$ cat config.mk
export PLATFORM = sky130hd
export DESIGN_NAME = uart_receiver
export DESIGN_NICKNAME = d
export VERILOG_FILES = /design/src/rtl/uart_receiver.sv
export SDC_FILE = /design/constraint.sdc
export NUM_CORES = 1
export LEC_CHECK = 0
export BUFFER_PORTS_ARGS = -buffer_cell sky130_fd_sc_hd__buf_4
export CORE_MARGIN = 8
export CORE_UTILIZATION = 55
export DETAILED_ROUTE_END_ITERATION = 12
export GPL_ROUTABILITY_DRIVEN = 0
export HOLD_SLACK_MARGIN = 0.03
export PLACE_DENSITY = 0.76
export SYNTH_ARGS = -nofsm -noshare
export SYNTH_HDL_FRONTEND = slang
export SYNTH_SLANG_ARGS = --single-unit
$ cat constraint.sdc
create_clock -name br_clk_16 -period 1.85 [get_ports br_clk_16]
set_input_delay 0.0925 -clock br_clk_16 [delete_from_list [all_inputs] [get_ports br_clk_16]]
set_output_delay 0.0925 -clock br_clk_16 [all_outputs]
set_load 0.005 [all_outputs]
$ cat src/rtl/uart_receiver.sv
// 16x-oversampled 8N1 UART receive engine with start-glitch rejection and framing-error detection.
// Optional even-parity (8E1) reception is enabled by defining UART_RX_PARITY_EN.
module uart_receiver #(
    parameter int DATA_BITS    = 8,
    parameter int START_SAMPLE = 7
) (
    input  logic                 br_clk_16,
    input  logic                 reset,
    input  logic                 UART_RX,
    output logic [DATA_BITS-1:0] RX_DATA,
    output logic                 RX_STATUS,
    output logic                 RX_FERR,
    output logic                 RX_PERR,
    output logic                 RX_BUSY
);

    localparam int DW = $clog2(DATA_BITS + 1);

    typedef enum logic [2:0] {IDLE, START, DATA, PARITY, STOP, BREAK} state_t;

    state_t               state, state_nxt;
    logic [3:0]           cnt, cnt_nxt;
    logic [DW-1:0]        dcnt, dcnt_nxt;
    logic [DATA_BITS-1:0] shreg, shreg_nxt;
    logic [DATA_BITS-1:0] data_nxt;
    logic                 status_nxt, ferr_nxt;
    logic                 rx_meta, rx_s;

    // Two-flop synchronizer, preset to idle-high so reset never looks like a start bit
    always_ff @(posedge br_clk_16) begin
        if (reset) begin
            rx_meta <= 1'b1;
            rx_s    <= 1'b1;
        end else begin
            rx_meta <= UART_RX;
            rx_s    <= rx_meta;
        end
    end

`ifdef UART_RX_PARITY_EN
    logic par_err, par_err_nxt, perr_nxt;
`endif

    always_ff @(posedge br_clk_16) begin
        if (reset) begin
            state     <= IDLE;
            cnt       <= '0;
            dcnt      <= '0;
            shreg     <= '0;
            RX_DATA   <= '0;
            RX_STATUS <= 1'b0;
            RX_FERR   <= 1'b0;
        end else begin
            state     <= state_nxt;
            cnt       <= cnt_nxt;
            dcnt      <= dcnt_nxt;
            shreg     <= shreg_nxt;
            RX_DATA   <= data_nxt;
            RX_STATUS <= status_nxt;
            RX_FERR   <= ferr_nxt;
        end
    end

`ifdef UART_RX_PARITY_EN
    always_ff @(posedge br_clk_16) begin
        if (reset) begin
            par_err <= 1'b0;
            RX_PERR <= 1'b0;
        end else begin
            par_err <= par_err_nxt;
            RX_PERR <= perr_nxt;
        end
    end
`else
    assign RX_PERR = 1'b0;
`endif

    always_comb begin
        state_nxt  = state;
        cnt_nxt    = cnt + 4'd1;
        dcnt_nxt   = dcnt;
        shreg_nxt  = shreg;
        data_nxt   = RX_DATA;
        status_nxt = 1'b0;
        ferr_nxt   = 1'b0;
`ifdef UART_RX_PARITY_EN
        par_err_nxt = par_err;
        perr_nxt    = 1'b0;
`endif
        case (state)
            IDLE: begin
                cnt_nxt = '0;
                if (!rx_s) state_nxt = START;
            end
            START: begin
                // Line must still be low mid-start-bit, otherwise it was a glitch
                if (cnt == 4'(START_SAMPLE)) begin
                    cnt_nxt  = '0;
                    dcnt_nxt = '0;
                    state_nxt = rx_s ? IDLE : DATA;
                end
            end
            DATA: begin
                if (cnt == 4'd15) begin
                    shreg_nxt = shreg >> 1;
                    shreg_nxt[DATA_BITS-1] = rx_s;
                    dcnt_nxt = dcnt + DW'(1);
                    if (dcnt == DW'(DATA_BITS - 1))
`ifdef UART_RX_PARITY_EN
                        state_nxt = PARITY;
`else
                        state_nxt = STOP;
`endif
                end
            end
`ifdef UART_RX_PARITY_EN
            PARITY: begin
                if (cnt == 4'd15) begin
                    par_err_nxt = (^shreg) ^ rx_s;
                    state_nxt   = STOP;
                end
            end
`endif
            STOP: begin
                // Leave at mid-stop-bit so a following start edge is not missed
                if (cnt == 4'd15) begin
                    if (rx_s) begin
                        state_nxt = IDLE;
`ifdef UART_RX_PARITY_EN
                        if (par_err) begin
                            perr_nxt = 1'b1;
                        end else begin
                            data_nxt   = shreg;
                            status_nxt = 1'b1;
                        end
`else
                        data_nxt   = shreg;
                        status_nxt = 1'b1;
`endif
                    end else begin
                        ferr_nxt  = 1'b1;
                        state_nxt = BREAK;
                    end
                end
            end
            BREAK: begin
                cnt_nxt = '0;
                if (rx_s) state_nxt = IDLE;
            end
            default: begin
                cnt_nxt   = '0;
                state_nxt = IDLE;
            end
        endcase
    end

    assign RX_BUSY = (state != IDLE);

endmodule

# --- After elaboration in Yosys (flattened, before gate mapping) ---
# Index checks and enable logic that the tools add are counted.
totals:
  ff_bits: 31
  inputBits: 3
classes:
  eq_ne: 13
  reduce_logical: 9
  add_sub_neg: 2
  n_bitwise: 2
  mux: 16
op_table:
  columns: ["cell", "n"]
  rows:
  - ["2-to-1 mux 3 bit", 7]
  - ["case mux 4 bit (2 select lines)", 2]
  - ["case mux 3 bit (5 select lines)", 1]
  - ["2-to-1 mux 4 bit", 3]
  - ["!= test 2 bit (second input constant)", 6]
  - ["adder 4 x 1 -> 4 bit (second input constant)", 2]
  - ["== test 4 x 3 -> 1 bit (second input constant)", 2]
  - ["== test 3 bit (second input constant)", 2]
  - ["AND reduction 3 bit", 2]
  - ["AND reduction 6 bit", 1]
  - ["== test 4 bit (second input constant)", 1]
  - ["== test 3 x 1 -> 1 bit (second input constant)", 1]
  - ["== test 3 x 2 -> 1 bit (second input constant)", 1]
  - ["logical NOT 3 bit", 1]
  - ["nonzero test 3 bit", 1]
  - ["OR reduction 3 bit", 1]
  - ["2-to-1 mux 1 bit", 2]
  - ["2-to-1 mux 2 bit", 1]
  - ["NOT 1 bit", 2]
  - ["AND reduction 2 bit", 1]
  - ["nonzero test 2 bit", 1]
  - ["OR reduction 2 bit", 1]

# --- Depth between registers and ports, before layout ---
# Gate-level depths: netlist of run 1.
logic_depth:
  word_depth: 4
  ltp_mapped: 7
  ltp_nobuf: 5

# --- Worst setup path after synthesis of run 1 ---
# OpenSTA, ideal clock, no wires.
synth_path:
  kind: "reg2reg"
  start: "reg cnt[0]"
  end: "reg state[0]"
  setup_ps: 101
  stages_incl_launch_ff: 7
  arrival_time_ps: 1385
  setup_slack_ps: 364
  n_path_buf: 1
  period_less_slack_ps: 1486
  cell_sequence: "dfxtp_1 > ha_1 > and3_1 > clkbuf_2 > o21ai_0 > a2111o_1 > o41ai_1"
synth_between:
  elab_chain_cells: 3
  word_cells_on_any_way: 6
  cone_classes: "5 x eq/ne; 1 x reduce/logical"
synth_lines:
  columns: ["item", "line", "source"]
  rows:
  - ["start, declared", "22", "logic [3:0] cnt, cnt_nxt;"]
  - ["start signal, assigned", "55", "cnt <= cnt_nxt;"]
  - ["== test 4 bit / == test 4 x 3 -> 1 bit (equally long branches)", "104, 126, 97", null]
  - ["!= test 2 bit (no source line)", null, null]
  - ["AND reduction 6 bit (no source line) *", null, null]
  - ["end signal, assigned", "54", "state <= state_nxt;"]
  - ["end, declared", "21", "state_t state, state_nxt;"]
# Every way passes the cells marked *; elsewhere a longest branch is shown, timed or not.
# A chain may end at the register's enable or synchronous reset.

# --- Worst setup path after layout of run 1 ---
# Ends and elaborated chain as after synthesis.

==> impl_metrics.yaml, run 1 <==
setup_path:
  crit_path_cell_trace: "ha_1 -> and3_1 -> o21ai_0 -> a2111o_1 -> o41ai_1"
  startpoint: "cnt[0]$_SDFF_PP0_"
  critical_path.reg2reg.endpoint: "state[0]$_SDFFE_PP0P_"
  critical_path_depth: 5
  cp_data_arrival_time_ns: 1.90
  timing.setup.critical_path_class: "reg -> reg"
  critical_path.n_buffers_inverters: 0
  cell_depth_of_the_worst_flop_to_flop_path: 5
  critical_path.endpoint_type: "flop"
  critical_path_required_ns: 2.06
  timing.critical_path.slowest_cell_delay_ns: 0.45
  worst_path_max_delay_cell: "a2111o_1"
  worst_setup_path_start_kind: "flop"
  r2r_slack_ns: 0.16
  worst-path-max-fanout: 7
  r2r_start: "cnt[0]$_SDFF_PP0_"
  timing.critical_path.max_delay_family: "compound AO/OA/AOI/OAI gates"
  crit_path_end: "state[0]$_SDFFE_PP0P_"
pwr:
  clkPwrFrac_pct: 33.1
  p_seq_share_pct: 63.7
  power_report.internal_total_mw: 0.835
  power.share.switching_pct: 21.6
  sw_pwr_mw: 0.230
  vdd_drop_max_mv: 0.418
  p_leak_nw: 0.608
  power_frac_comb_pct: 3.3
  total_power_divided_by_cell_area_nw_per_um2: 725
outcome:
  status: "finished, final reports clean"
floorplan:
  rows: 18
  initial_core_utilization_pct: 55.6
  die_area_um2: 4240
  chipWidth_um: 65.1
  io_pins: 15
  floorplan.core_area_um2: 2390
  die_h_um: 65.1
synthesis:
  mappedNetlistArea_um2: 1330
  synth.net_count: 145
  synth_async_sr_flop_share_pct: 0
  synth_area_per_cell_um2: 9.48
  synthCells: 140
  synth_edf_count: 0
  synth.most_common_cell: "dfxtp_1"
  synth_largest_type_area_fraction_pct: 46.7
  yosys.area.top_type: "dfxtp_1"
  synth.ff_latch_count: 31
  synthFlopType: "dfxtp_1"
  ys_warn_count: 0
  ys_types: 46
  synth_sequential_area_ratio_pct: 46.7
  ys_top_cells_by_count: "dfxtp_1 (31), nand2_1 (17), a21oi_1 (13), nor2_1 (12), mux2i_1 (8)"
  synth.area.top_cells: "dfxtp_1 (47%), mux2i_1 (6.0%), a21oi_1 (4.9%)"
clock_tree:
  cts_inserted_buffers: 5
  cts_num_sinks: 31
  cts-root-buf: "clkbuf_4"
  max-clock-path-buffers: 2
  clk_pin_slew_worst_paths_ns: 0.09
  tritoncts: "done"
  htree_num_levels: 2
  clock_latency_ns: 0.31
timing:
  final.period_utilization_pct: 91.4
  fin_crit_ns: 1.69
  rsz0062_at_grt: "false"
  fmaxAchievable_mhz: 591
  slew_viol_final: 0
  setup-tns-final_ns: 0
  finalSetupViolations: 0
  timing.final.hold_violations: 0
  fin_skew_ns: 0.00495
drt:
  drc: 0
  dr.first_iter.drc_count: 35
  route.vias.total: 1007
  detail-route-antenna-nets: 0
  totalWireLength_mm: 2.38
  drt_pre_antenna_iters: 4
  avgRoutedWirePerCell_um: 13.0
  vias_per_cell: 5.50
global_routing:
  grt_max_degree: 34
  grt_pass1_vias: 956
  first_pass_grt_wire_length_mm: 4.13
  grtUsageTotal_pct: 12.2
  antenna_found_initial: 0
  global_route_total_overflow: 0
worst_hold_path:
  min_path_type: "in -> reg"
  hp-start: "reset"
cells_and_area:
  filler_cell_count: 213
  area_growth_pct: 10.6
  finalNetCount: 157
  antenna_cells: 0
  stdcell_area_um2: 1470
  drive_gt1_share_pct: 19.6
placed_design:
  sum_of_net_half_perimeters_after_detailed_placement_mm: 1.67
  port_buffers: 13
  placedInstanceArea_um2: 1410
job:
  max_capacitance_violation_total: 0
power groups by stage:
stage / registers, mW / logic (mW) / clock network [mW]
after floorplan: 0.690 / 0.0296 / 0
after global placement: 0.693 / 0.0324 / 0
after detailed placement: 0.693 / 0.0333 / 0
after CTS: 0.678 / 0.0350 / 0.374
after global routing: 0.679 / 0.0383 / 0.408
final: 0.678 / 0.0350 / 0.352
cell type report:
| type | instances | area, um2 | area share [%] |
|---|---|---|---|
| clock buffer | 7 | 45.0 | 3.07 |
| clock inverter | 1 | 5.00 | 0.341 |
| inverter | 2 | 7.51 | 0.512 |
| multi-input combinational | 97 | 637 | 43.4 |
| sequential | 31 | 621 | 42.3 |
| tap | 30 | 37.5 | 2.56 |
| timing repair buffer | 15 | 115 | 7.84 |
worst min path at each step:
stage	endpoint	depth (start not counted)
floorplan	rx_meta$_SDFF_PP1_	1
global placement	rx_meta$_SDFF_PP1_	2
detailed placement	rx_meta$_SDFF_PP1_	2
CTS	RX_DATA[2]$_SDFFE_PP0P_	2
global route	RX_DATA[2]$_SDFFE_PP0P_	2
finish	RX_DATA[6]$_SDFFE_PP0P_	2
flip-flops by register name, summed over array words and instances (netlist names):
signal,count
RX_DATA,8
rx_s,1
dcnt,4
cnt,4
RX_STATUS,1
RX_FERR,1
rx_meta,1
shreg,8
state,3
stage by stage:
| step | cells | util, % | hold WS [ns] | worst slack, ns | power [mW] |
|---|---|---|---|---|---|
| floorplan | 140 | - | 0.196 | 0.364 | 0.719 |
| detailed placement | 174 | 59.0 | 0.280 | 0.184 | 0.727 |
| CTS | 183 | 61.5 | 0.142 | 0.168 | 1.09 |
| global placement | 174 | 59.0 | 0.279 | 0.246 | 0.725 |
| global route | 183 | 61.5 | 0.145 | 0.0207 | 1.13 |
| finish | 183 | 61.5 | 0.152 | 0.159 | 1.06 |
what timing repair did:
| item | CTS | global route |
|---|---|---|
| hold buffers | 1 | 0 |
| resized for setup | 0 | 0 |
| buffers inserted | 0 | 0 |
| hold endpoints to repair | 1 | 0 |
placed cells by master (no fill, tap or decap), types with 3 or more instances in the layout:
cell      count
dfxtp_1      31
nand2_1      17
buf_4        14
a21oi_1      13
nor2_1       12
mux2i_1       8
clkbuf_4      5
nand2b_1      3
o21ai_0       3
nor3_1        3
nand3_1       3
logic make-up after synthesis:
group	share of synthesized area [%]
simple gates	24.6
other cells	0.282
flops	46.7
mux	6.03
xor+xnor	1.32
buf+inv	5.28
fa+ha+maj	1.88
compound gates	13.9
layer usage:
| layer | GRT usage, % | vias up | wire (um) |
|---|---|---|---|
| met1 | 13.5 | 469 | 1070 |
| met2 | 20.5 | 17 | 1140 |
| met5 | 0 | - | 0 |
| li1 | - | 516 | - |
| met4 | 5.72 | 0 | 32 |
| met3 | 4.59 | 5 | 136 |
(Power assumes the default switching activity.)
==> inputs of run 2 (changes only) <==
--- a/config.mk
+++ b/config.mk
@@ -8,6 +8,7 @@
 export BUFFER_PORTS_ARGS = -buffer_cell sky130_fd_sc_hd__buf_4
 export CORE_MARGIN = 8
 export CORE_UTILIZATION = 55
+export CTS_BUF_LIST = sky130_fd_sc_hd__clkbuf_4
 export DETAILED_ROUTE_END_ITERATION = 12
 export GPL_ROUTABILITY_DRIVEN = 0
 export HOLD_SLACK_MARGIN = 0.03
==> run 2 against run 1 <==
Die area unchanged. Combinational power hardly changed. Maximum frequency about the same. Setup slack improved by 0.00069 ns. First-iteration DRC count is 20% lower. Design area increased by 0.51%. Global-route usage decreased by 0.075 points. Worst hold slack got worse by 0.0015 ns. Largest power group unchanged. Highest routed layer unchanged.
==> impl_metrics.yaml, run 2 (synthesis gave the netlist of run 1 again) <==
placed_design:
  place_worst_setup_slack_ns: 0.184
  port_buffers: 13
  dp.cells: 174
  sum_of_net_half_perimeters_after_detailed_placement_mm: 1.67
  placedInstanceArea_um2: 1410
global_routing:
  grtUsageTotal_pct: 12.2
  first_pass_grt_wire_length_mm: 4.11
  grt_pass1_vias: 950
  antenna_found_initial: 0
  grt_max_degree: 34
  global_route_total_overflow: 0
timing:
  fmaxAchievable_mhz: 592
  fin_skew_ns: 0.00526
  finalWorstSetupSlack_ns: 0.160
  setup-tns-final_ns: 0
  rsz0062_at_grt: "false"
  finalSetupViolations: 0
  final.period_utilization_pct: 91.4
  fin_crit_ns: 1.69
  slew_viol_final: 0
  timing.final.hold_violations: 0
floorplan:
  die_area_um2: 4240
  die_h_um: 65.1
  rows: 18
  io_pins: 15
  floorplan.core_area_um2: 2390
  chipWidth_um: 65.1
  initial_core_utilization_pct: 55.6
clock_tree:
  number_of_buffers_added_to_fix_hold_violations_after_cts: 1
  ctsResizeCount: 0
  max-clock-path-buffers: 2
  cts_inserted_buffers: 5
  clk_pin_slew_worst_paths_ns: 0.09
  post-cts-setup-buffer-count: 0
  cts-root-buf: "clkbuf_4"
  clock_latency_ns: 0.31
  htree_num_levels: 2
  cts_num_sinks: 31
  tritoncts: "done"
cells_and_area:
  area_growth_pct: 11.1
  reg.largest.list: "RX_DATA: 8 flops, shreg: 8 flops"
  filler_cell_count: 210
  drive_gt1_share_pct: 20.9
  finalNetCount: 157
  antenna_cells: 0
  fin_util_pct: 61.8
  finish.cell_count_without_fillers: 183
  layout.cells.most_common_list: "dfxtp_1 (31), nand2_1 (17), buf_4 (14)"
  stdcell_area_um2: 1480
  layout.cells.most_common: "dfxtp_1"
setup_path:
  critical_path.endpoint_type: "flop"
  worst-path-max-fanout: 7
  critical_path_required_ns: 2.06
  cp_data_arrival_time_ns: 1.90
  timing.setup.critical_path_class: "reg -> reg"
  worst_setup_path_start_kind: "flop"
pwr:
  total_power_divided_by_cell_area_nw_per_um2: 743
  p_leak_nw: 0.615
  vdd_drop_max_mv: 0.419
drt:
  avgRoutedWirePerCell_um: 12.8
  detail-route-antenna-nets: 0
  dr.first_iter.drc_count: 28
  route.vias.total: 1008
  vias_per_cell: 5.51
  drc: 0
  totalWireLength_mm: 2.34
  drt_pre_antenna_iters: 4
outcome:
  status: "finished, final reports clean"
job:
  max_capacitance_violation_total: 0
worst_hold_path:
  min_path_type: "in -> reg"
-- run 2: routing by layer --
| layer | wire (um) | vias to the layer above | track usage (%) |
|---|---|---|---|
| met5 | 0 | - | 0 |
| met4 | 34 | 0 | 5.72 |
| met3 | 140 | 5 | 4.59 |
| met2 | 1130 | 17 | 20.4 |
| met1 | 1040 | 470 | 13.4 |
| li1 | - | 516 | - |
-- run 2: final timing paths --
check	cells after the start	from	to	slack [ns]
max	5	cnt[0]$_SDFF_PP0_	state[0]$_SDFFE_PP0P_	0.16
min	2	reset	RX_DATA[6]$_SDFFE_PP0P_	0.15
max reg2reg	5	cnt[0]$_SDFF_PP0_	state[0]$_SDFFE_PP0P_	0.16
min reg2reg	1	rx_meta$_SDFF_PP1_	rx_s$_SDFF_PP1_	0.42
-- run 2: final cells by class --
cell class / instances / area [um2] / area share, %
multi-input cells: 97 / 637 / 43.2
flip-flops and latches: 31 / 621 / 42.1
repair buffers: 15 / 115 / 7.80
clock buffers: 7 / 52.6 / 3.56
well taps: 30 / 37.5 / 2.54
inverters: 2 / 7.51 / 0.509
clock inverters: 1 / 5.00 / 0.339
-- run 2: report_power, final --
group,switching [mW],internal [mW],total (mW)
registers,0.00673,0.671,0.678
clock network,0.206,0.177,0.383
logic,0.0191,0.0159,0.0350
total,0.231,0.864,1.10
-- run 2: critical path, stage by stage (launching register included) --
cell and delay, ns:
dfxtp_1 0.36, ha_1 0.23, and3_1 0.32, o21ai_0 0.17, a2111o_1 0.45, o41ai_1 0.07
-- run 2: per-stage QoR --
step | total power [mW] | hold slack, ns
4_1_cts | 1.12 | 0.140
2_1_floorplan | 0.719 | 0.196
3_5_place_dp | 0.727 | 0.280
3_3_place_gp | 0.725 | 0.279
6_report | 1.10 | 0.150
5_1_grt | 1.16 | 0.144
